$ cat src/rtl/load_store_unit.sv
// M-stage load/store unit: aligns, issues and tracks one memory access at a time,
// stalling the pipeline until MemAck or a bus-error timeout.
module load_store_unit #(
    parameter int TIMEOUT = 15
) (
    input  logic        clk,
    input  logic        reset,
    input  logic        MemReadM,
    input  logic        MemWriteM,
    input  logic [2:0]  Funct3M,
    input  logic [31:0] DataAdrM,
    input  logic [31:0] WriteDataM,
    output logic [31:0] ReadDataM,
    output logic        StallM,
    output logic        DoneM,
    output logic        MisalignM,
    output logic        BusErrM,
    output logic        MemReq,
    output logic        MemWe,
    output logic [31:0] MemAddr,
    output logic [3:0]  MemByteEn,
    output logic [31:0] MemWData,
    input  logic [31:0] MemRData,
    input  logic        MemAck,
    output logic [1:0]  dbg_state
);

    localparam int CW = $clog2(TIMEOUT + 1);
    localparam logic [CW-1:0] CNT_MAX = CW'(TIMEOUT);

    typedef enum logic [1:0] {IDLE, REQ, DONE, ERR} state_t;

    state_t        state, state_next;
    logic [CW-1:0] cnt, cnt_sat;
    logic [31:0]   rdata_q;
    logic [1:0]    lane_q;
    logic [2:0]    f3_q;

    logic        access, is_byte, is_half, is_word, misalign_cond;
    logic [3:0]  byte_en;
    logic [31:0] wdata;
    logic [7:0]  rd_byte;
    logic [15:0] rd_half;

    // Size decode: 00 byte, 01 half, anything else (incl. 011/110/111) word.
    assign access        = MemReadM | MemWriteM;
    assign is_byte       = (Funct3M[1:0] == 2'b00);
    assign is_half       = (Funct3M[1:0] == 2'b01);
    assign is_word       = ~is_byte & ~is_half;
    assign misalign_cond = (is_half & DataAdrM[0]) | (is_word & (|DataAdrM[1:0]));
    assign cnt_sat       = (cnt == CNT_MAX) ? cnt : cnt + 1'b1;
    assign dbg_state     = state;

    always_comb begin
        byte_en = 4'b1111;
        wdata   = WriteDataM;
        if (is_byte) begin
            byte_en = 4'b0001 << DataAdrM[1:0];
            wdata   = {4{WriteDataM[7:0]}};
        end else if (is_half) begin
            byte_en = 4'b0011 << DataAdrM[1:0];
            wdata   = {2{WriteDataM[15:0]}};
        end
    end

    // Handshake: MemReq is held with stable request fields until the cycle MemAck=1
    // is sampled; MemAck outside REQ carries no meaning and is dropped.
    always_comb begin
        state_next = state;
        case (state)
            IDLE: if (access && !misalign_cond) state_next = REQ;
            REQ: begin
                if (MemAck)                  state_next = DONE;
                else if (cnt_sat == CNT_MAX) state_next = ERR;
            end
            DONE:    state_next = IDLE;
            ERR:     state_next = IDLE;
            default: state_next = IDLE;
        endcase
    end

    // Combinational status is gated by reset so everything reads 0 while it is held.
    assign MisalignM = reset & access & (state == IDLE) & misalign_cond;
    assign StallM    = reset & access & ((state == IDLE) | (state == REQ)) & ~MisalignM;
    assign DoneM     = reset & (MisalignM | (state == DONE) | (state == ERR));
    assign BusErrM   = reset & (state == ERR);

    assign rd_byte = rdata_q[{lane_q, 3'b000} +: 8];
    assign rd_half = lane_q[1] ? rdata_q[31:16] : rdata_q[15:0];

    always_comb begin
        ReadDataM = 32'h0;
        if (state == DONE) begin
            case (f3_q[1:0])
                2'b00:   ReadDataM = {{24{~f3_q[2] & rd_byte[7]}}, rd_byte};
                2'b01:   ReadDataM = {{16{~f3_q[2] & rd_half[15]}}, rd_half};
                default: ReadDataM = rdata_q;
            endcase
        end
    end

    always_ff @(posedge clk or negedge reset) begin
        if (!reset) begin
            state     <= IDLE;
            cnt       <= '0;
            MemReq    <= 1'b0;
            MemWe     <= 1'b0;
            MemAddr   <= 32'h0;
            MemByteEn <= 4'h0;
            MemWData  <= 32'h0;
            rdata_q   <= 32'h0;
            lane_q    <= 2'b00;
            f3_q      <= 3'b000;
        end else begin
            state <= state_next;
            case (state)
                IDLE: begin
                    cnt <= '0;
                    if (state_next == REQ) begin
                        MemReq    <= 1'b1;
                        MemWe     <= MemWriteM;
                        MemAddr   <= {DataAdrM[31:2], 2'b00};
                        MemByteEn <= byte_en;
                        MemWData  <= wdata;
                        lane_q    <= DataAdrM[1:0];
                        f3_q      <= Funct3M;
                    end
                end
                REQ: begin
                    if (MemAck) rdata_q <= MemRData;
                    else        cnt     <= cnt_sat;
                    if (state_next != REQ) begin
                        MemReq <= 1'b0;
                        MemWe  <= 1'b0;
                    end
                end
                default: ;
            endcase
        end
    end

endmodule

$ cat config.mk
export PLATFORM = sky130hd
export DESIGN_NAME = load_store_unit
export DESIGN_NICKNAME = d
export VERILOG_FILES = /design/src/rtl/load_store_unit.sv
export SDC_FILE = /design/constraint.sdc
export NUM_CORES = 1
export LEC_CHECK = 0
export ABC_AREA = 1
export CELL_PAD_IN_SITES_DETAIL_PLACEMENT = 1
export CELL_PAD_IN_SITES_GLOBAL_PLACEMENT = 1
export CORE_MARGIN = 4
export CORE_UTILIZATION = 29
export DETAILED_ROUTE_END_ITERATION = 12
export PLACE_DENSITY = 0.85
export SYNTH_ARGS = -nofsm -noshare
export SYNTH_HDL_FRONTEND = slang
export SYNTH_SLANG_ARGS = --single-unit
$ cat constraint.sdc
create_clock -name clk -period 1.7 [get_ports clk]
set_clock_uncertainty 0.05 [all_clocks]
set_input_delay 0.34 -clock clk [delete_from_list [all_inputs] [get_ports clk]]
set_output_delay 0.34 -clock clk [all_outputs]
set_load 0.02 [all_outputs]
# Word level (Yosys, flattened, before mapping)
# Index checks and enable logic that the tools add are counted.
[totals] out_inout_bits=108 inputBits=104 word_cells=78 register_bits=111
[op_classes] add_sub_neg=1 shift=3 n_eq_ne=12 bitwise_logic=21 n_mux=19 reduce_logical=12
[ops] cell="$mux 32" count=3
[ops] cell="$pmux 32 s2" count=1
[ops] cell="$shiftx 32x6->8" count=1
[ops] cell="$mux 16" count=1
[ops] cell="$mux 4" count=4
[ops] cell="$and 1x1->1" count=12
[ops] cell="$eq 2x1->1 const B" count=4
[ops] cell="$eq 4x4->1 const B" count=2
[ops] cell="$pmux 4 s2" count=1
[ops] cell="$logic_not 2->1" count=3
[ops] cell="$mux 2" count=3
[ops] cell="$ne 2x1->1 const B" count=3
[ops] cell="$pmux 2 s3" count=1
[ops] cell="$reduce_and 2->1" count=3
[ops] cell="$or 1x1->1" count=5
[ops] cell="$add 4x1->4 const B" count=1
[ops] cell="$eq 2x2->1 const B" count=2
[ops] cell="$not 1->1" count=4
[ops] cell="$pmux 1 s2" count=2
[ops] cell="$reduce_or 2->1" count=2
[ops] cell="$shl 1x2->4 const A" count=1
[ops] cell="$shl 2x2->4 const A" count=1
[ops] cell="$mux 1" count=3
[ops] cell="$reduce_and 3->1" count=1
[ops] cell="other kinds (4)" count=4

# Logic depth before layout (Yosys ltp)
[depth] word_depth=12 mapped_depth=11 depth_no_buf=10

# Least setup slack after synthesis
# Ideal clock, no wire load.
[synth_path] path_type="flip-flop to output port" from="register state[1], in the netlist dbg_state[1]" to="output port ReadDataM[13]" setup_slack_ps=-191 stages_incl_launch_ff=6 required_ps=1310 arrival_time_ps=1501 n_path_buf=1 cell_sequence="dfrtp_1 inv_1 nor2_2 buf_2 o21ai_0 a21oi_1"
[synth_between] elab_chain_len=2
[synth_lines] item="start, declared" line="33" text="state_t state, state_next;"
[synth_lines] item="start signal, assigned" line="115" text="state <= state_next;"
[synth_lines] item="$eq 2x2->1" line="93" text="if (state == DONE) begin"
[synth_lines] item="$mux 32" line="93"
[synth_lines] item="end, declared" line="13" text="output logic [31:0] ReadDataM,"
# Every way passes these cells.

# Worst setup path in the final report
[layout_path] from="register f3_q[0]" to="output port ReadDataM[23]"
[layout_between] elab_chain_len=3 word_cells_on_any_way=4 cone_classes="eq/ne (1); mux (2); reduce/logical (1)"
[layout_lines] item="start, declared" line="37" text="logic [2:0] f3_q;"
[layout_lines] item="start signal, assigned" line="126" text="f3_q <= Funct3M;"
[layout_lines] item="$eq 2x1->1 / $logic_not 2->1 (equally long branches)" line="94" text="case (f3_q[1:0])"
[layout_lines] item="$pmux 32 s2 *" line="94"
[layout_lines] item="$mux 32 *" line="93"
# Mark *: on every way between the ends. The rest lies on a longest branch, timed or not.

==> metrics.md <==
| Metric | Value |
|---|---|
| Status | `finished, violations left` |
| Failing checks | `setup timing` |
| Via Count | `5809` |
| Antenna Nets Post-Route | `0` |
| CP required | `1.31 ns` |
| Cells after synthesis | `619` |
| Worst EP arrival | `2.00 ns` |
| Global-route wire length before repair | `34850 um` |
| Mux contribution to synthesized area | `6.609%` |
| Compound-Gate Fraction of Synth Area | `10.65%` |
| Min Clock Period, post-route | `2.386 ns` |
| GR Overflow Total | `0` |
| Crit path max-delay family | `simple AND/OR/NAND/NOR gates` |
| Die span in x | `145.1 um` |
| Crit Path Max Fanout | `8` |
| Adder-cell share of the synthesized area | `1.147%` |
| Reg-to-reg slack, setup | `-0.13 ns` |
| Fillers | `1961` |
| Port Buffer Count | `209` |
| Cell Pwr Density | `1644 nW/um^2` |
| Leading cell type in the layout, fill and taps excluded | `nand2_1` |
| Final Cycle Share | `140.3%` |
| CP endpoint kind | `output port` |
| Die Area | `21060 sq um` |
| GR Util All Layers | `20.71%` |
| Syn-to-layout area delta | `84.97%` |
| CP bufs+invs | `3` |
| Final worst slack | `-0.6858 ns` |
| CTS tree | `yes` |
| Placer congestion estimate | `0.8001` |
| XOR/XNOR Fraction of Synth Area | `0%` |
| Power Total | `16.58 mW` |
| Cell Chain, Critical Path | `inv_2, nor2_4, inv_1, nor2_2, nand2_2, nand3_4, nand2_8, nor2_4, buf_6` |
| FMAX | `0.4191 GHz` |
| Sequential area share after synthesis | `50.94%` |
| Routed WL per cell | `21.84 um` |
| Crit-path most repeated cell | `nor2_4` |
| Max Transition Viols Final | `0` |
| Max Cap Viol | `0` |
| Unrepaired setup endpoints after global routing | `true` |
| Worst r2r path cells | `10` |
| Synthesis Warnings | `0` |
| Cell area after synthesis | `5453 sq um` |
| Clock tree root driver cell | `clkbuf_16` |
| Clock sink count | `111` |
| Latest clock arrival within the worst-skew pair | `0.35 ns` |
| Detailed placement HPWL | `14680 um` |
| Slew @ Worst Pin | `0.6643 ns` |
| Antenna violations before repair | `2` |
| Die Ht | `145.1 um` |
| Max stage delay cell, worst path | `dfrtp_1` |
| Hold violation total from the final report | `0` |
| # IOs | `212` |
| Critical Path Max Stage Delay | `0.45 ns` |
| Core area | `18210 sq um` |
| Fin util | `55.39%` |
| H-tree Lvls | `3` |
| DRC errors left | `0` |
| Worst R2R End | `MemWe` |
| CP startpoint kind | `flip-flop` |
| Worst r2r src | `dbg_state[0]` |
| Vias in the first global route | `6220` |
| Pin count of the biggest net entering global routing | `112` |
| Max clock buf depth | `2` |
| Clock buffer count from CTS | `9` |
| Commonest cells after routing, fill and taps aside | `174 x nand2_1, 108 x dfrtp_1, 97 x clkdlybuf4s50_1, 77 x buf_4, 74 x dlygate4sd2_1` |
| DR iter-0 viols | `268` |
| Hold-fix buffers at CTS | `0` |
| Simple-gate area share of the yosys netlist | `24.74%` |
| Site row count | `49` |
| P_leak | `4.626 nW` |
| Fin Setup TNS | `-22.00 ns` |
| Initial Util | `29.95%` |
| Slew HR | `55.71%` |
| Mean Syn Cell Area | `8.809 sq um` |
| Layout cells sized above 1 | `40.67%` |
| Number of nets in the layout | `1036` |
| Yosys reg bits | `111` |
| Final setup violation count | `89` |
| Yosys cell types | `36` |
| Clock transition at the registers of the reported paths | `0.07 ns` |
| Max VDD drop | `916.5 uV` |
| Crit Path Category | `reg -> out` |
| Main combinational cell family by area after synthesis | `simple AND/OR/NAND/NOR gates` |
| Wirelength, routed | `25400 um` |
| Hold crit path type | `in -> async` |
| Via-per-instance ratio | `4.995` |
| Detailed Routing Iterations Pass 1 | `4` |
[Yosys cell counts]
| cell type | number | area, sq um |
|---|---|---|
| nand2_1 | 227 | 852.1 |
| conb_1 | 1 | 3.750 |
| o21ai_4 | 1 | 16.27 |
| or2_1 | 1 | 6.260 |
| buf_2 | 18 | 90.09 |
| dfrtp_1 | 111 | 2778 |
| inv_1 | 29 | 108.9 |
| nor2_1 | 56 | 210.2 |
| or2_2 | 6 | 37.54 |
| nand3_1 | 5 | 25.02 |
| a31oi_1 | 16 | 100.1 |
| a21oi_1 | 13 | 65.06 |
| inv_2 | 3 | 11.26 |
| a21boi_0 | 15 | 112.6 |
| buf_4 | 4 | 30.03 |
| o21ai_1 | 2 | 10.01 |
| nand2_2 | 2 | 12.51 |
| buf_6 | 3 | 33.78 |
| mux2_2 | 32 | 360.4 |
| o21ai_0 | 18 | 90.09 |
| o22ai_1 | 6 | 37.54 |
| nor2_2 | 3 | 18.77 |
| a41oi_1 | 8 | 70.07 |
| nand3_2 | 1 | 10.01 |
| o221ai_1 | 7 | 61.31 |
| o21ai_2 | 1 | 8.760 |
| a21oi_2 | 1 | 8.760 |
| nor3_1 | 3 | 15.01 |
| nand2_4 | 1 | 11.26 |
| buf_12 | 1 | 20.02 |
| ha_1 | 5 | 62.56 |
| and2_4 | 1 | 8.760 |
| nor2_4 | 11 | 123.9 |
| clkbuf_1 | 5 | 18.77 |
| nand3_4 | 1 | 17.52 |
| inv_4 | 1 | 6.260 |
[per-stage QoR]
| stage | instances | setup WS, ns | area [sq um] | hold WS (ns) |
|---|---|---|---|---|
| 3_5_place_dp | 1102 | -0.9344 | 8333 | 0.4083 |
| 4_1_cts | 1137 | -0.5987 | 9024 | 0.1593 |
| 2_1_floorplan | 620 | -0.08779 | 5499 | -0.005591 |
| 5_1_grt | 1163 | -0.7852 | 10090 | 0.1592 |
| 6_report | 1163 | -0.6858 | 10090 | 0.1054 |
| 3_3_place_gp | 1102 | -0.8877 | 8333 | 0.4022 |
[worst reg2reg max path, stage by stage, from the launching register on]
cell and delay (ns):
dfrtp_1 0.40, buf_6 0.14, nor2_4 0.12, buf_6 0.11, o21ai_4 0.07, nor2_4 0.21
buf_8 0.17, clkinv_8 0.10, clkbuf_16 0.18, nor2_4 0.12, a21oi_2 0.05
[layout make-up]
cell class	instances	area (sq um)	share of cell area [%]
clock inverter	6	102.6	1.017
timing repair buffer	325	3427	33.98
tap	229	286.5	2.841
inverter	33	141.4	1.402
antenna	2	5.005	0.04962
timing repair inverter	1	11.26	0.1116
sequential	111	2781	27.58
multi-input combinational	446	3102	30.75
clock buffer	10	229.0	2.270
[state kept, by name, indices dropped and copies added, names as in the netlist]
register,flops
MemByteEn,4
MemReq,1
rdata_q,32
dbg_state,2
lane_q,2
f3_q,3
MemAddr,30
MemWe,1
cnt,4
MemWData,32
[worst max-delay path by stage]
stage / start / to / slack (ns) / depth (start not counted)
6_report: f3_q[0] / ReadDataM[23] / -0.69 / 9
5_1_grt: f3_q[0] / ReadDataM[18] / -0.79 / 9
4_1_cts: lane_q[1] / ReadDataM[20] / -0.60 / 9
3_5_place_dp: DataAdrM[0] / DoneM / -0.93 / 9
3_3_place_gp: DataAdrM[0] / DoneM / -0.89 / 9
2_1_floorplan: lane_q[1] / ReadDataM[10] / -0.09 / 7
[per-layer routing]
| layer | track usage (%) | vias up | wire (um) |
|---|---|---|---|
| met1 | 22.75 | 2912 | 9126 |
| met4 | 6.600 | 0 | 797 |
| li1 | - | 2631 | - |
| met5 | 0 | - | 0 |
| met3 | 6.548 | 54 | 1675 |
| met2 | 38.05 | 212 | 13800 |
[kinds of logic after synthesis]
kind of cell    count (synthesis)
buf+inv                        64
compound gates                 88
simple gates                  318
other cells                     1
flops                         111
fa+ha+maj                       5
mux                            32
[where the power goes]
part | switching, mW | internal [mW] | total [mW]
clock | 1.11 | 1.33 | 2.43
sequential | 1.07 | 3.85 | 4.92
combinational | 4.92 | 4.31 | 9.23
total | 7.09 | 9.48 | 16.6
[what timing repair did]
| action | in CTS | in global routing |
|---|---|---|
| pin swaps | 11 | 32 |
| setup endpoints to repair | 143 | 104 |
| resized for setup | 354 | 170 |
| buffers inserted | 13 | 10 |
| cloned | 6 | 17 |
(Power assumes the default switching activity.)
